[src/rtl/lupa_cfg_pkg.sv]
// rtl/lupa_cfg_pkg.sv - shared types and constants for the LUPA sensor configuration sequencer
package lupa_cfg_pkg;

  localparam int ADDR_W = 4;
  localparam int DATA_W = 12;

  typedef enum logic [2:0] {
    ST_IDLE,
    ST_LOAD,
    ST_SETUP,
    ST_SHIFT,
    ST_GAP,
    ST_NEXT
  } state_t;

  // Power-on contents of the shadow register table, address 0 first.
  localparam logic [DATA_W-1:0] DEFAULT_TABLE [16] = '{
    12'h029, 12'h000, 12'h000, 12'h0A0, 12'h002, 12'h000, 12'h000, 12'h1E1,
    12'h04A, 12'h06B, 12'h055, 12'h0F0, 12'hFB0, 12'hADF, 12'h6DB, 12'h0DB
  };

  function automatic logic [ADDR_W+DATA_W-1:0] make_frame(
    input logic [ADDR_W-1:0] addr,
    input logic [DATA_W-1:0] data
  );
    return {addr, data};
  endfunction

endpackage

[src/rtl/lupa_spi_frame_tx.sv]
// rtl/lupa_spi_frame_tx.sv - serializes one 16-bit frame onto the sensor SPI pins
// A setup phase of CLK_DIV cycles precedes 16 high/low spi_clk periods; data moves on the falling edge.
module lupa_spi_frame_tx #(
  parameter int CLK_DIV = 2
) (
  input  logic        clock_40,
  input  logic        rst_n,
  input  logic        load,
  input  logic [15:0] frame,
  output logic        spi_clk,
  output logic        spi_en,
  output logic        spi_dat,
  output logic        frame_done
);

  logic        r_active;
  logic        r_setup;
  logic        r_clk;
  logic [3:0]  r_div;
  logic [3:0]  r_bit;
  logic [15:0] r_shift;
  logic        w_div_end;

  assign w_div_end  = (r_div == 4'(CLK_DIV - 1));
  assign frame_done = r_active & ~r_setup & ~r_clk & w_div_end & (r_bit == 4'd15);

  assign spi_en  = ~r_active;
  assign spi_clk = r_clk;
  assign spi_dat = r_active & r_shift[15];

  always_ff @(posedge clock_40 or negedge rst_n) begin
    if (!rst_n) begin
      r_active <= 1'b0;
      r_setup  <= 1'b0;
      r_clk    <= 1'b0;
      r_div    <= '0;
      r_bit    <= '0;
      r_shift  <= '0;
    end else if (load) begin
      r_active <= 1'b1;
      r_setup  <= 1'b1;
      r_clk    <= 1'b0;
      r_div    <= '0;
      r_bit    <= '0;
      r_shift  <= frame;
    end else if (r_active) begin
      r_div <= w_div_end ? 4'd0 : r_div + 4'd1;
      if (w_div_end) begin
        if (r_setup) begin
          r_setup <= 1'b0;
          r_clk   <= 1'b1;
        end else if (r_clk) begin
          // Next bit appears while spi_clk is low so the sensor sees stable data on the rise.
          r_clk   <= 1'b0;
          r_shift <= {r_shift[14:0], 1'b0};
        end else if (r_bit == 4'd15) begin
          r_active <= 1'b0;
        end else begin
          r_bit <= r_bit + 4'd1;
          r_clk <= 1'b1;
        end
      end
    end
  end

endmodule

[src/rtl/lupa_cfg_sequencer.sv]
// rtl/lupa_cfg_sequencer.sv - uploads the shadow register table 0..nrg to the sensor over SPI
// Optional LUPA_CFG_DIRTY_ONLY_EN: only addresses written since their last upload are sent.
module lupa_cfg_sequencer
  import lupa_cfg_pkg::*;
#(
  parameter int CLK_DIV = 2,
  parameter int GAP_CYC = 4
) (
  input  logic              clock_40,
  input  logic              rst_n,
  input  logic              start,
  input  logic [ADDR_W-1:0] nrg,
  input  logic              wr_en,
  input  logic [ADDR_W-1:0] wr_addr,
  input  logic [DATA_W-1:0] wr_data,
  output logic              spi_clk,
  output logic              spi_en,
  output logic              spi_dat,
  output logic              busy,
  output logic              cfg_done,
  output logic [ADDR_W-1:0] cur_addr
);

  state_t            r_state;
  state_t            w_state_nxt;
  logic [ADDR_W-1:0] r_addr;
  logic [ADDR_W-1:0] r_last;
  logic [3:0]        r_cnt;
  logic              r_cfg_done;
  logic [DATA_W-1:0] r_table [16];
  logic              w_load;
  logic              w_frame_done;
  logic [15:0]       w_frame;
  logic              w_found;
  logic [ADDR_W-1:0] w_found_addr;

  assign busy     = (r_state != ST_IDLE);
  assign cfg_done = r_cfg_done;
  assign cur_addr = r_addr;
  assign w_frame  = make_frame(r_addr, r_table[r_addr]);

`ifdef LUPA_CFG_DIRTY_ONLY_EN
  logic [15:0]       r_dirty;
  logic [ADDR_W-1:0] w_last;

  assign w_last = (r_state == ST_IDLE) ? nrg : r_last;

  // Lowest dirty address above the one just sent (from 0 when idle), bounded by the last index.
  always_comb begin
    w_found      = 1'b0;
    w_found_addr = '0;
    for (int i = 15; i >= 0; i--) begin
      if (r_dirty[i] && (i <= int'(w_last)) && ((r_state == ST_IDLE) || (i > int'(r_addr)))) begin
        w_found      = 1'b1;
        w_found_addr = ADDR_W'(i);
      end
    end
  end

  // A write landing on the LOAD cycle keeps its bit so the new value goes out next upload.
  always_ff @(posedge clock_40 or negedge rst_n) begin
    if (!rst_n) begin
      r_dirty <= '0;
    end else begin
      if (r_state == ST_LOAD) r_dirty[r_addr] <= 1'b0;
      if (wr_en) r_dirty[wr_addr] <= 1'b1;
    end
  end
`else
  always_comb begin
    w_found      = 1'b1;
    w_found_addr = '0;
    if (r_state == ST_NEXT) begin
      w_found      = (r_addr < r_last);
      w_found_addr = r_addr + 4'd1;
    end
  end
`endif

  always_comb begin
    w_state_nxt = r_state;
    w_load      = 1'b0;
    case (r_state)
      ST_IDLE:  if (start) w_state_nxt = w_found ? ST_LOAD : ST_NEXT;
      ST_LOAD: begin
        w_load      = 1'b1;
        w_state_nxt = ST_SETUP;
      end
      ST_SETUP: if (r_cnt == 4'(CLK_DIV - 1)) w_state_nxt = ST_SHIFT;
      ST_SHIFT: if (w_frame_done) w_state_nxt = ST_GAP;
      ST_GAP:   if (r_cnt == 4'(GAP_CYC - 1)) w_state_nxt = ST_NEXT;
      ST_NEXT:  w_state_nxt = w_found ? ST_LOAD : ST_IDLE;
      default:  w_state_nxt = ST_IDLE;
    endcase
  end

  always_ff @(posedge clock_40 or negedge rst_n) begin
    if (!rst_n) begin
      r_state    <= ST_IDLE;
      r_addr     <= '0;
      r_last     <= '0;
      r_cnt      <= '0;
      r_cfg_done <= 1'b0;
    end else begin
      r_state <= w_state_nxt;
      if (w_state_nxt != r_state) begin
        r_cnt <= '0;
      end else if ((r_state == ST_SETUP) || (r_state == ST_GAP)) begin
        r_cnt <= r_cnt + 4'd1;
      end
      if ((r_state == ST_IDLE) && start) begin
        r_cfg_done <= 1'b0;
        r_last     <= nrg;
        r_addr     <= w_found_addr;
      end
      if (r_state == ST_NEXT) begin
        if (w_found) r_addr <= w_found_addr;
        else r_cfg_done <= 1'b1;
      end
    end
  end

  always_ff @(posedge clock_40 or negedge rst_n) begin
    if (!rst_n) begin
      for (int i = 0; i < 16; i++) r_table[i] <= DEFAULT_TABLE[i];
    end else if (wr_en) begin
      r_table[wr_addr] <= wr_data;
    end
  end

  lupa_spi_frame_tx #(
    .CLK_DIV(CLK_DIV)
  ) u_frame_tx (
    .clock_40  (clock_40),
    .rst_n     (rst_n),
    .load      (w_load),
    .frame     (w_frame),
    .spi_clk   (spi_clk),
    .spi_en    (spi_en),
    .spi_dat   (spi_dat),
    .frame_done(w_frame_done)
  );

endmodule

[config.mk]
export PLATFORM = sky130hd
export DESIGN_NAME = lupa_cfg_sequencer
export DESIGN_NICKNAME = d
export VERILOG_FILES = /design/src/rtl/lupa_cfg_pkg.sv /design/src/rtl/lupa_spi_frame_tx.sv /design/src/rtl/lupa_cfg_sequencer.sv
export SDC_FILE = /design/constraint.sdc
export NUM_CORES = 1
export LEC_CHECK = 0
export ABC_AREA = 1
export CORE_MARGIN = 2
export CORE_UTILIZATION = 45
export DETAILED_ROUTE_END_ITERATION = 10
export PLACE_DENSITY = 0.63
export SLEW_MARGIN = 10
export SYNTH_ARGS = -nofsm -noshare
export SYNTH_HDL_FRONTEND = slang
export SYNTH_HIERARCHICAL = 1
export SYNTH_SLANG_ARGS = --single-unit
[constraint.sdc]
create_clock -name clock_40 -period 1.8 [get_ports clock_40]
set_input_delay 0.18 -clock clock_40 [delete_from_list [all_inputs] [get_ports clock_40]]
set_output_delay 0.18 -clock clock_40 [all_outputs]
set_load 0.03 [all_outputs]
==> run_summary.xml <==
<?xml version="1.0" encoding="UTF-8"?>
<metrics>
  <group name="status">
    <metric name="status" unit="">finished clean</metric>
  </group>
  <group name="worst_setup_path">
    <metric name="critPathArrivalTime" unit="ns">2.24</metric>
    <metric name="cp-start-kind" unit="">flip-flop</metric>
    <metric name="ff2ff_setup_slack" unit="ns">0.02</metric>
    <metric name="endpoint_kind" unit="">flip-flop</metric>
    <metric name="worst_r2r_end" unit="">u_frame_tx/r_shift[2]$_DFFE_PN0P_</metric>
    <metric name="critical_path_class" unit="">flip-flop to flip-flop</metric>
    <metric name="worst_r2r_startpoint" unit="">cur_addr[0]$_DFF_PN0_</metric>
    <metric name="worst-path-max-fanout" unit="">29</metric>
    <metric name="required" unit="ns">2.26</metric>
    <metric name="cells_on_worst_reg2reg_path" unit="">11</metric>
  </group>
  <group name="synth">
    <metric name="dominant_combinational_cell_family_by_area_after_synthesis" unit="">compound AO/OA/AOI/OAI gates</metric>
    <metric name="synth_top_cell_by_area" unit="">sky130_fd_sc_hd__dfrtp_1</metric>
    <metric name="syn-cell-area" unit="sq mm">0.0114</metric>
    <metric name="synth_sequential_area_ratio" unit="%">52.1</metric>
    <metric name="synth-seq-cells" unit="">235</metric>
    <metric name="yosysTopAreaCellShare" unit="%">39.0</metric>
    <metric name="synth_enable_flop_cells" unit="">0</metric>
    <metric name="synth_compound_gate_area_share" unit="%">20.5</metric>
    <metric name="yosys.cell_types.count" unit="">37</metric>
    <metric name="syn-instance-count" unit="">1339</metric>
    <metric name="ys_top_cells_by_area" unit="">sky130_fd_sc_hd__dfrtp_1 39%, sky130_fd_sc_hd__o21ai_0 13%, sky130_fd_sc_hd__dfstp_2 13%</metric>
    <metric name="synthTopCellsByCount" unit="">308 x sky130_fd_sc_hd__o21ai_0, 300 x sky130_fd_sc_hd__nand2_1, 178 x sky130_fd_sc_hd__dfrtp_1</metric>
    <metric name="yosys.cell_count.top_type" unit="">sky130_fd_sc_hd__o21ai_0</metric>
    <metric name="post_synth_simple_gate_area" unit="%">16.6</metric>
    <metric name="synth_ff_type" unit="">sky130_fd_sc_hd__dfrtp_1</metric>
    <metric name="post_synth_fa_ha_maj_area_fraction" unit="%">0.986</metric>
    <metric name="yosys-mux-area-fraction" unit="%">1.31</metric>
    <metric name="post_synthesis_mean_instance_area" unit="sq um">8.53</metric>
    <metric name="synth-xor-area-share" unit="%">0.537</metric>
    <metric name="ys_async_sr_fraction" unit="%">100</metric>
    <metric name="yosys_warnings" unit="">6</metric>
    <metric name="postSynthNetCount" unit="">1372</metric>
  </group>
  <group name="layout">
    <metric name="finalNonFillerCells" unit="">1741</metric>
    <metric name="synthToLayoutAreaGrowth" unit="%">21.0</metric>
    <metric name="utilization_of_the_core_after_routing" unit="%">55.2</metric>
    <metric name="antenna_cells" unit="">0</metric>
    <metric name="fillCellCount" unit="">2310</metric>
    <metric name="final_layout_size_suffix_gt1_share" unit="%">21.3</metric>
    <metric name="postLayoutCellArea" unit="sq mm">0.0138</metric>
    <metric name="final_nets" unit="">1423</metric>
  </group>
  <group name="global_route">
    <metric name="global_route.overflow_total" unit="">0</metric>
    <metric name="grt.total_usage" unit="%">23.5</metric>
    <metric name="antenna_found_initial" unit="">0</metric>
    <metric name="first_pass_grt_wire_length" unit="microns">49300</metric>
    <metric name="grt_max_degree" unit="">57</metric>
    <metric name="grt_pass1_vias" unit="">9057</metric>
  </group>
  <group name="timing">
    <metric name="tightestPinTransition" unit="ns">0.490</metric>
    <metric name="fmaxAchievable" unit="MHz">562</metric>
    <metric name="setup_violations" unit="">0</metric>
    <metric name="max_slew_margin" unit="%">67.3</metric>
    <metric name="final.setup.worst_slack" unit="ns">0.0195</metric>
    <metric name="timing_hold_violations_final" unit="">0</metric>
    <metric name="finalCritPeriodShare" unit="%">98.9</metric>
    <metric name="worst_clock_skew" unit="ns">0.0182</metric>
    <metric name="unrepaired_setup_endpoints_after_global_routing" unit="">true</metric>
    <metric name="final_period_minus_worst_setup_slack" unit="ns">1.78</metric>
    <metric name="timing.setup.tns" unit="ns">0</metric>
    <metric name="final_max_slew_viol_count" unit="">0</metric>
    <metric name="hold-worst-slack" unit="ns">0.196</metric>
  </group>
  <group name="min_path">
    <metric name="timing.hold.worst.class" unit="">input pin to asynchronous set/reset pin</metric>
  </group>
  <group name="routing">
    <metric name="firstDrtPassIters" unit="">5</metric>
    <metric name="route.vias.total" unit="">9365</metric>
    <metric name="post_drt_wl_per_cell" unit="microns">17.7</metric>
    <metric name="detail_route.drc_violations" unit="">0</metric>
    <metric name="detail_route.vias_per_cell" unit="">5.38</metric>
    <metric name="routed_wl" unit="microns">30700</metric>
    <metric name="antenna_violating_nets_post_route" unit="">0</metric>
    <metric name="drt-initial-drc-count" unit="">763</metric>
  </group>
  <group name="power">
    <metric name="ir_drop" unit="uV">841</metric>
    <metric name="leakage" unit="nW">6.20</metric>
    <metric name="p_per_area" unit="mW/mm^2">1050</metric>
    <metric name="report.power.total" unit="mW">14.6</metric>
  </group>
  <group name="die">
    <metric name="die_area" unit="sq mm">0.0267</metric>
    <metric name="die-height" unit="microns">163</metric>
    <metric name="placementRows" unit="">58</metric>
    <metric name="num_io_pins" unit="">33</metric>
    <metric name="initial_utilization" unit="%">45.6</metric>
    <metric name="dieWidth" unit="microns">163</metric>
    <metric name="design.core.area" unit="sq mm">0.0250</metric>
  </group>
  <group name="clock_network">
    <metric name="clkLatencyLatePin" unit="ns">0.54</metric>
    <metric name="cts_num_sinks" unit="">235</metric>
    <metric name="cts-buffers-inserted" unit="">27</metric>
    <metric name="ctsHtreeMaxLevel" unit="">1</metric>
    <metric name="tritoncts" unit="">done</metric>
    <metric name="cts.clk_slew.worst_paths" unit="ns">0.06</metric>
    <metric name="cts-root-buf" unit="">sky130_fd_sc_hd__clkbuf_16</metric>
    <metric name="clockBufferDepth" unit="">3</metric>
  </group>
  <group name="placement">
    <metric name="placed_cell_area" unit="sq mm">0.0126</metric>
    <metric name="place_inst" unit="">1682</metric>
    <metric name="placement.io_buffers" unit="">32</metric>
    <metric name="finalWeightedCongestion" unit="">0.789</metric>
    <metric name="total_half_perimeter_wirelength_after_legalization_and_detailed_placement" unit="microns">18800</metric>
    <metric name="detailedPlace.worstSlack" unit="ns">-0.0397</metric>
  </group>
  <group name="run">
    <metric name="cap_viol_max_count" unit="">0</metric>
  </group>
</metrics>
[worst max path at each step]
stage	from	to	slack (ns)	depth (start not counted)
CTS	cur_addr[0]$_DFF_PN0_	u_frame_tx/r_shift[8]$_DFFE_PN0P_	0.001	10
global route	u_frame_tx/r_bit[1]$_DFFE_PN0P_	r_cnt[2]$_DFFE_PN0P_	-0.12	11
finish	cur_addr[0]$_DFF_PN0_	u_frame_tx/r_shift[2]$_DFFE_PN0P_	0.02	11
detailed placement	u_frame_tx/r_bit[0]$_DFFE_PN0P_	r_cnt[2]$_DFFE_PN0P_	-0.04	11
floorplan	u_frame_tx/r_bit[0]$_DFFE_PN0P_	r_cnt[0]$_DFFE_PN0P_	0.11	11
global placement	cur_addr[0]$_DFF_PN0_	u_frame_tx/r_shift[3]$_DFFE_PN0P_	0.01	10
[cell type report]
class | count | area, sq um | share of cell area, %
clock inverter | 13 | 203 | 1.47
tap | 330 | 413 | 2.99
inverter | 92 | 345 | 2.50
multi-input combinational | 920 | 4700 | 34.0
clock buffer | 37 | 803 | 5.81
sequential | 235 | 5960 | 43.1
timing repair buffer | 114 | 1400 | 10.1
[power by group]
group | switching (mW) | leakage (nW) | internal [mW]
registers | 0.425 | 2.82 | 6.40
clock network | 2.22 | 0.494 | 3.83
logic | 0.999 | 2.89 | 0.685
total | 3.65 | 6.20 | 10.9
[critical path, stage by stage, from the launching register on]
cell and delay [ns]:
sky130_fd_sc_hd__dfrtp_4 0.52, sky130_fd_sc_hd__buf_12 0.17, sky130_fd_sc_hd__buf_12 0.16, sky130_fd_sc_hd__a21oi_1 0.13, sky130_fd_sc_hd__o21ai_0 0.09, sky130_fd_sc_hd__o21ai_0 0.08
sky130_fd_sc_hd__nand2_1 0.07, sky130_fd_sc_hd__nand2_1 0.08, sky130_fd_sc_hd__nand2_1 0.05, sky130_fd_sc_hd__o21ai_1 0.10, sky130_fd_sc_hd__mux2i_1 0.10, sky130_fd_sc_hd__o21ai_2 0.15
[cells in the final DEF, fill, tap and decap left out, types with 3 or more instances in the layout]
master                            count
sky130_fd_sc_hd__buf_4               46
sky130_fd_sc_hd__bufinv_16            5
sky130_fd_sc_hd__o21ai_0            260
sky130_fd_sc_hd__clkdlybuf4s50_1     23
sky130_fd_sc_hd__clkbuf_16           29
sky130_fd_sc_hd__a21oi_1             40
sky130_fd_sc_hd__dfstp_2             57
sky130_fd_sc_hd__mux2i_1             15
sky130_fd_sc_hd__o21ai_2             30
sky130_fd_sc_hd__nor2_2               4
sky130_fd_sc_hd__clkinv_2             4
sky130_fd_sc_hd__buf_12              34
sky130_fd_sc_hd__nand3_2              9
sky130_fd_sc_hd__o21ai_1             95
sky130_fd_sc_hd__nand4_1              5
sky130_fd_sc_hd__nor3_4               3
sky130_fd_sc_hd__inv_1               85
sky130_fd_sc_hd__ha_1                 8
sky130_fd_sc_hd__nor2_1              73
sky130_fd_sc_hd__clkbuf_8             9
sky130_fd_sc_hd__nor2_4               6
sky130_fd_sc_hd__dlygate4sd2_1        4
sky130_fd_sc_hd__inv_2                6
sky130_fd_sc_hd__a21oi_2             16
sky130_fd_sc_hd__nand3_1             14
sky130_fd_sc_hd__nand2_2             26
sky130_fd_sc_hd__dfrtp_1            176
sky130_fd_sc_hd__xor2_1               5
sky130_fd_sc_hd__nand2_1            298
[logic make-up after synthesis]
kind of cell,Yosys count
buffers and inverters,185
XOR/XNOR,7
adder cells (fa/ha/maj),9
AND/OR/NAND/NOR,442
multiplexers,15
AO/OA/AOI/OAI,446
flip-flops,235
[routing by layer]
| metal | share of wire, % | wire [microns] | vias to the layer above | track usage, % |
|---|---|---|---|---|
| met4 | 2.8 | 846 | 0 | 6.52 |
| met1 | 45 | 14000 | 4592 | 32.6 |
| met3 | 4.0 | 1240 | 54 | 2.95 |
| li1 | - | - | 4514 | - |
| met5 | 0 | 0 | - | 0 |
| met2 | 48 | 14700 | 205 | 39.0 |
[repair_timing]
item	in CTS	in global routing
buffers inserted	0	5
pin swaps	1	11
cloned	0	3
hold buffers	1	0
gates resized for setup	19	74
endpoints found under the setup margin	15	25
endpoints found under the hold margin	106	0
[registers in the layout, summed over array words and instances, names as in the netlist]
register and count:
cfg_done 1, cur_addr 4, r_cnt 4, r_last 4, r_state 3, r_table 192, u_frame_tx/r_active 1, u_frame_tx/r_bit 4
u_frame_tx/r_div 4, u_frame_tx/r_setup 1, u_frame_tx/r_shift 16, u_frame_tx/spi_clk 1
Note: power is estimated with default switching activity, not from simulation.
